<file path="src/rtl/isa_pkg.sv">
// ============================================================================
// isa_pkg : opcodes, fetch-state encoding and PC width for the fetch sequencer
// Revision: 1.0
// ============================================================================
`default_nettype none

package isa_pkg;

   localparam int PC_W = 4;

   localparam logic [3:0] LDA  = 4'b0000;
   localparam logic [3:0] LDB  = 4'b0001;
   localparam logic [3:0] LDO  = 4'b0010;
   localparam logic [3:0] LDSA = 4'b0011;
   localparam logic [3:0] LDSB = 4'b0100;
   localparam logic [3:0] LSH  = 4'b0101;
   localparam logic [3:0] RSH  = 4'b0110;
   localparam logic [3:0] CLR  = 4'b0111;
   localparam logic [3:0] SNZA = 4'b1000;
   localparam logic [3:0] SNZS = 4'b1001;
   localparam logic [3:0] ADD  = 4'b1010;
   localparam logic [3:0] SUB  = 4'b1011;
   localparam logic [3:0] XOR  = 4'b1100;

   typedef enum logic [1:0] {
      FETCH  = 2'd0,
      DECODE = 2'd1,
      ISSUE  = 2'd2
   } state_t;

   function automatic logic is_skip(input logic [3:0] op, input logic a_nz, input logic s_nz);
      return ((op == SNZA) && a_nz) || ((op == SNZS) && s_nz);
   endfunction

endpackage

`default_nettype wire

</file>
<file path="src/rtl/pc_next_calc.sv">
// ============================================================================
// pc_next_calc : next-PC adder (modulo 2**PC_W) with carry-out for wrap.
// Macro FETCH_SKIP_EN enables conditional skip by SKIP_STEP.  Revision: 1.0
// ============================================================================
`default_nettype none

module pc_next_calc
   import isa_pkg::*;
#(
   parameter int SKIP_STEP = 2
) (
   input  logic [PC_W-1:0] pc,
   input  logic [3:0]      instr,
   input  logic            flag_a_nz,
   input  logic            flag_s_nz,
   output logic [PC_W-1:0] pc_next,
   output logic            carry
);

   logic [PC_W:0] step;
   logic [PC_W:0] sum;

`ifdef FETCH_SKIP_EN
   assign step = is_skip(instr, flag_a_nz, flag_s_nz) ? (PC_W+1)'(SKIP_STEP) : (PC_W+1)'(1);
`else
   logic unused_inputs;
   assign unused_inputs = ^{instr, flag_a_nz, flag_s_nz};
   assign step          = (PC_W+1)'(1);
`endif

   // The extra top bit of the sum is the carry out of bit PC_W-1.
   assign sum     = {1'b0, pc} + step;
   assign pc_next = sum[PC_W-1:0];
   assign carry   = sum[PC_W];

endmodule

`default_nettype wire

</file>
<file path="src/rtl/instruction_fetch_sequencer.sv">
// ============================================================================
// instruction_fetch_sequencer : FETCH/DECODE/ISSUE fetch FSM over a registered
// ROM. Optional macro FETCH_SKIP_EN enables SNZA/SNZS skips.  Revision: 1.0
// ============================================================================
`default_nettype none

module instruction_fetch_sequencer
   import isa_pkg::*;
#(
   parameter logic [PC_W-1:0] RESET_PC  = 4'd0,
   parameter int              SKIP_STEP = 2
) (
   input  logic            clk,
   input  logic            rst_n,
   input  logic            run,
   output logic [PC_W-1:0] rom_addr,
   input  logic [3:0]      rom_data,
   output logic [3:0]      instr,
   output logic            instr_valid,
   input  logic            instr_ready,
   output logic [PC_W-1:0] pc,
   input  logic            flag_a_nz,
   input  logic            flag_s_nz,
   output logic            wrap
);

   state_t          state_q, state_d;
   logic [PC_W-1:0] pc_q, pc_d;
   logic [3:0]      instr_q, instr_d;
   logic            valid_q, valid_d;
   logic            wrap_q, wrap_d;

   logic [PC_W-1:0] pc_next;
   logic            pc_carry;

   pc_next_calc #(
      .SKIP_STEP (SKIP_STEP)
   ) u_pc_next_calc (
      .pc        (pc_q),
      .instr     (instr_q),
      .flag_a_nz (flag_a_nz),
      .flag_s_nz (flag_s_nz),
      .pc_next   (pc_next),
      .carry     (pc_carry)
   );

   always_comb begin
      state_d = state_q;
      pc_d    = pc_q;
      instr_d = instr_q;
      valid_d = valid_q;
      wrap_d  = 1'b0;
      case (state_q)
         FETCH: begin
            valid_d = 1'b0;
            if (run) begin
               state_d = DECODE;
            end
         end
         DECODE: begin
            // rom_data here reflects the address presented during FETCH.
            instr_d = rom_data;
            valid_d = 1'b1;
            state_d = ISSUE;
         end
         ISSUE: begin
            if (instr_ready) begin
               pc_d    = pc_next;
               wrap_d  = pc_carry;
               valid_d = 1'b0;
               state_d = FETCH;
            end
         end
         default: begin
            valid_d = 1'b0;
            state_d = FETCH;
         end
      endcase
   end

   always_ff @(posedge clk) begin
      if (!rst_n) begin
         state_q <= FETCH;
         pc_q    <= RESET_PC;
         instr_q <= CLR;
         valid_q <= 1'b0;
         wrap_q  <= 1'b0;
      end else begin
         state_q <= state_d;
         pc_q    <= pc_d;
         instr_q <= instr_d;
         valid_q <= valid_d;
         wrap_q  <= wrap_d;
      end
   end

   assign rom_addr    = pc_q;
   assign pc          = pc_q;
   assign instr       = instr_q;
   assign instr_valid = valid_q;
   assign wrap        = wrap_q;

endmodule

`default_nettype wire

</file>
<file path="config.mk">
export PLATFORM = sky130hd
export DESIGN_NAME = instruction_fetch_sequencer
export DESIGN_NICKNAME = d
export VERILOG_FILES = /design/src/rtl/isa_pkg.sv /design/src/rtl/pc_next_calc.sv /design/src/rtl/instruction_fetch_sequencer.sv
export SDC_FILE = /design/constraint.sdc
export NUM_CORES = 1
export LEC_CHECK = 0
export ABC_AREA = 1
export CAP_MARGIN = 20
export CORE_MARGIN = 1.5
export CORE_UTILIZATION = 38
export DETAILED_ROUTE_END_ITERATION = 16
export GPL_TIMING_DRIVEN = 0
export PLACE_DENSITY_LB_ADDON = 0.12
export RECOVER_POWER = 25
export SLEW_MARGIN = 20
export SYNTH_ARGS = -nofsm -noshare
export SYNTH_HDL_FRONTEND = slang
export SYNTH_SLANG_ARGS = --single-unit
</file>
<file path="constraint.sdc">
create_clock -name clk -period 1.21 [get_ports clk]
set_input_delay 0.242 -clock clk [delete_from_list [all_inputs] [get_ports clk]]
set_output_delay 0.242 -clock clk [all_outputs]
set_load 0.01 [all_outputs]
</file>
**Word-level counts from Yosys, hierarchy flattened**

Cells that the tools add are included.
Widths: inputs -> output; s select.

- Reductions and logical operators: 4
- Multiplexer cells: 5
- $add $sub $neg: 1
- Equality and inequality tests: 4

Operators with widths:

| operator | number |
|---|---|
| $pmux 2 s3 | 1 |
| $add 4x1->5 const B | 1 |
| $mux 2 | 2 |
| $ne 2x2->1 const B | 2 |
| $reduce_and 2->1 | 2 |
| $reduce_and 3->1 | 1 |
| $eq 2x1->1 const B | 1 |
| $eq 2x2->1 const B | 1 |
| $logic_not 2->1 | 1 |
| $pmux 1 s2 | 1 |
| $mux 1 | 1 |

- Logic and storage cells: 19
- Output and inout port bits: 14
- Register bits: 12
- Bits of input ports: 10

**Depth between registers and ports, before layout**

- Depth in word-level cells: 3
- Mapped depth: 6
- Gate-level depth less buffers: 6

**By module**

From an unflattened synthesis, not the netlist that was laid out.

- Cell total of the unflattened synthesis: 75
- Area total of the unflattened synthesis: 543.0 um^2

By module, submodules not included:

| module | area each (um^2) | times used | seq. area each (um^2) | cells each |
|---|---|---|---|---|
| instruction_fetch_sequencer | 488.0 | 1 | 240.2 | 65 |
| pc_next_calc | 55.1 | 1 | 0.0 | 10 |

**Worst setup path before layout**

Ideal clock, no wire load.

- Path kind: register to register
- From: reg pc_q[0], in the netlist pc[0]
- To: reg pc_q[2], in the netlist pc[2]
- Arrival: 889 ps
- Stages on the path, launching flop included: 7
- Path buffers: 0
- Data required time: 1100 ps
- Library setup time: 110 ps
- Clock period less this slack: 999 ps
- Path slack: 211 ps
- Cell sequence: dfxtp_1 ha_1 inv_1 nor2_1 nand2_1 nand2_1 nor2_1

- Longest elaborated chain between the ends: 1

RTL lines:

| what | line | RTL |
|---|---|---|
| start: declaration | instruction_fetch_sequencer.sv:28 | `logic [PC_W-1:0] pc_q, pc_d;` |
| start signal: assignment | instruction_fetch_sequencer.sv:90 | `pc_q <= pc_d;` |
| $add 4x1->5 | pc_next_calc.sv:32 | `assign sum = {1'b0, pc} + step;` |

No other way between the ends.
A chain may end at the register's enable or synchronous reset.

**Worst setup path in the final report**

- From: reg pc_q[2], in the netlist pc[2]
- To: out pc[2]

RTL lines:

| what | line | RTL |
|---|---|---|
| end: declaration | instruction_fetch_sequencer.sv:21 | `output logic [PC_W-1:0] pc,` |

No word-level cell between the ends.

==> summary.md <==
| Metric | Value |
|---|---|
| CP Capture Type | output port |
| Clock tree from TritonCTS | done |
| Via density | 4.641 |
| Num CTS Buffers | 3 |
| Detail Route met2 WL | 494 um |
| DPL Wire Length | 744.4 um |
| Vert. Die Dim | 39.56 um |
| GR Util All Layers | 17.12% |
| Combined buffer and inverter count along the critical path | 1 |
| Number of primary I/O pins | 24 |
| Drc violations | 0 |
| Clock net sink count | 12 |
| Power per cell area | 1098 mW/mm^2 |
| Register bit count reported by yosys | 12 |
| Post-synth net total | 73 |
| Max-slew violation count | 0 |
| Number of antenna violations at the first check in global routing | 0 |
| Worst path slowest cell | sky130_fd_sc_hd__dfxtp_4 |
| Class of the worst hold path | register to register |
| Clock root buffer | sky130_fd_sc_hd__clkbuf_4 |
| Number of synthesized flops with an enable pin | 0 |
| Final hold violation count | 0 |
| Syn-to-layout area delta | 51.72% |
| Number of instances in the placed design | 97 |
| Share of layout cells above drive strength 1 | 28.09% |
| Diode count | 0 |
| Final Skew | 0.002938 ns |
| Register area | 250.2 um^2 |
| Post-synthesis cell type count | 18 |
| Maximum capacitance violations | 0 |
| Finished Layout Cells | 103 |
| Effective utilization at floorplan | 43.38% |
| H-tree levels | 1 |
| Number of design-rule violations left by the first detailed-router iteration | 9 |
| Most instantiated flip-flop cell in the synthesis netlist | sky130_fd_sc_hd__dfxtp_1 |
| Worst-case clock buffer depth | 2 |
| Congestion Overflow GR | 0 |
| Run status | finished clean |
| First-pass GRT wire length | 1.628 mm |
| CTS clock-pin slew for the worst setup and hold paths | 0.08 ns |
| Standard cell core area | 0.001171 mm^2 |
| Multi-input gate area in the final layout | 205.2 um^2 |
| Fill cell instance count of the final layout | 100 |
| Setup repair after global routing missed its margin | no |
| Tcrit/Tclk final | 95.58% |
| Slowest cell delay on critical path | 0.36 ns |
| Largest net degree at the start of global routing | 11 |
| Cell types occupying the most area after synthesis | sky130_fd_sc_hd__dfxtp_1 (47%), sky130_fd_sc_hd__nand2_1 (10%), sky130_fd_sc_hd__buf_4 (7.4%) |
| Setup Viol. Count Final | 0 |
| Sequential element share of the synthesized area | 47.29% |
| Leading cell type by number of instances after synthesis | sky130_fd_sc_hd__nand2_1 |
| Type of element launching the critical path | register |
| Worst IR drop on VDD | 0.9483 mV |
| Cells traversed along the worst timing path | dlygate4sd2_1 |
| Length of routed wiring on met1 | 415 um |
| Site row count | 12 |
| Final net count | 101 |
| Area fraction of the dominant cell type after synthesis | 47.29% |
| Post-synthesis cell area | 508.0 um^2 |
| Detailed-route via count | 478 |
| WL final | 1.007 mm |
| Synthesis Warnings | 0 |
| Final min period | 1.156 ns |
| First-pass DRT Iterations | 4 |
| Avg WL per Cell | 9.777 um |
| Critical path arrival | 0.91 ns |
| Relative slew slack | 84.39% |
| Crit path max-delay family | flip-flops |
| Final design utilization | 65.81% |
| Post-synthesis area per instance | 8.193 um^2 |
| Die outline area | 0.001565 mm^2 |
| Maximum fanout encountered on the critical timing path | 5 |
| Most common library cells after synthesis | sky130_fd_sc_hd__nand2_1 (14), sky130_fd_sc_hd__dfxtp_1 (12), sky130_fd_sc_hd__nor2_1 (8) |
| Clock latency reported for the late side of the worst-skew pair | 0.27 ns |
| Number of global-route vias before repair | 414 |
| Hold-fix buffer count after cts | 0 |
| Worst-case register-to-register setup slack | 0.14 ns |
| Async set or reset register ratio after synthesis | 0% |
| Number of I/O port buffers | 21 |
| Final Wtd Congestion | 0.6425 |
| Number of cells produced by synthesis | 62 |
| Met3 wire length | 83 um |
| Type of the worst setup path | register to output port |
| Required time of the critical path | 0.97 ns |
| Peak clock frequency supported by timing | 864.7 MHz |
| Die width | 39.56 um |
| Top layer used by detailed routing | met4 |
| Count of antenna-violating nets left after detailed routing | 0 |
| Library cell occupying the most area in the post-synthesis netlist | sky130_fd_sc_hd__dfxtp_1 |
| Actual slew at the worst max-slew pin | 0.2339 ns |
| LEAKAGE | 0.3684 nW |
## metal layers
| layer | GRT usage, % | vias to the layer above |
|---|---|---|
| met3 | 10.23 | 2 |
| met5 | 0 | - |
| met2 | 29.10 | 17 |
| met4 | 10.34 | 0 |
| li1 | - | 246 |
| met1 | 15.12 | 213 |
## registers in the layout, indices dropped and copies added, names as in the netlist
name         count
state_q          2
instr_valid      1
pc               4
instr            4
wrap             1
## area by class of cell
| cell class | instances | share of cell area [%] |
|---|---|---|
| well taps | 14 | 2.273 |
| flip-flops and latches | 12 | 32.47 |
| repair buffers | 23 | 26.14 |
| multi-input cells | 39 | 26.62 |
| inverters | 6 | 2.922 |
| clock buffers | 4 | 4.708 |
| plain buffers | 5 | 4.870 |
## per-stage QoR
| stage | hold WS [ns] | power (W) | setup slack (ns) | instance area (um^2) | setup TNS, ns |
|---|---|---|---|---|---|
| after floorplan | 0.3603 | 0.0004866 | 0.2115 | 508.0 | 0 |
| after global placement | 0.4309 | 0.0005487 | -0.07131 | 735.7 | -0.3032 |
| after detailed placement | 0.4359 | 0.0005519 | -0.1198 | 735.7 | -0.5324 |
| after CTS | 0.4472 | 0.0008664 | 0.002833 | 795.8 | 0 |
| after global routing | 0.4768 | 0.0008943 | 0.01796 | 770.7 | 0 |
| final | 0.4520 | 0.0008462 | 0.05350 | 770.7 | 0 |
## worst paths after layout
path / from / to / depth (start not counted)
worst max register to register: pc[0]$_SDFFE_PN0P_ / pc[2]$_SDFFE_PN0P_ / 7
worst max-delay path: pc[2]$_SDFFE_PN0P_ / pc[2] / 1
worst min register to register: state_q[0]$_SDFFE_PN0P_ / state_q[0]$_SDFFE_PN0P_ / 1
worst min-delay path: state_q[0]$_SDFFE_PN0P_ / state_q[0]$_SDFFE_PN0P_ / 1
## worst reg2reg max path, cell delays in order (launching register included)
cell                      delay (ns)
sky130_fd_sc_hd__dfxtp_4        0.35
sky130_fd_sc_hd__buf_4          0.14
sky130_fd_sc_hd__ha_1           0.18
sky130_fd_sc_hd__inv_1          0.08
sky130_fd_sc_hd__nor2_1         0.05
sky130_fd_sc_hd__nand2_1        0.08
sky130_fd_sc_hd__nand2_1        0.05
sky130_fd_sc_hd__nor2_1         0.07
## cells by family (layout without fill, tap and decap cells)
kind of cell    Yosys count  in the layout  share of synthesized area (%)
fa+ha+maj                 1              1                          2.463
flops                    12             12                          47.29
xor+xnor                  1              1                          1.724
compound gates            6              6                          8.372
simple gates             31             31                          28.33
buf+inv                  11             38                          11.82
## where the power goes
group          switching [W]  internal, W
combinational      0.0000502    0.0000562
sequential         0.0000117     0.000409
clock               0.000136     0.000183
## layout by cell type (no fill, tap or decap), types with 2 or more instances in the layout
cell / instances
sky130_fd_sc_hd__nor2_1: 9
sky130_fd_sc_hd__nand2_1: 14
sky130_fd_sc_hd__dfxtp_2: 2
sky130_fd_sc_hd__dfxtp_4: 2
sky130_fd_sc_hd__nor2_2: 2
sky130_fd_sc_hd__dlygate4sd3_1: 2
sky130_fd_sc_hd__dfxtp_1: 8
sky130_fd_sc_hd__nand3_1: 4
sky130_fd_sc_hd__clkbuf_4: 3
sky130_fd_sc_hd__buf_4: 8
sky130_fd_sc_hd__inv_1: 5
sky130_fd_sc_hd__clkdlybuf4s50_1: 5
sky130_fd_sc_hd__dlygate4sd2_1: 10
## what timing repair did
item | CTS | global route
setup endpoints to repair | 14 | 3
pin swaps | 0 | 0
buffers inserted | 3 | 0
gates resized for setup | 29 | 2
hold endpoints to repair | 0 | 0
(Power assumes the default switching activity.)
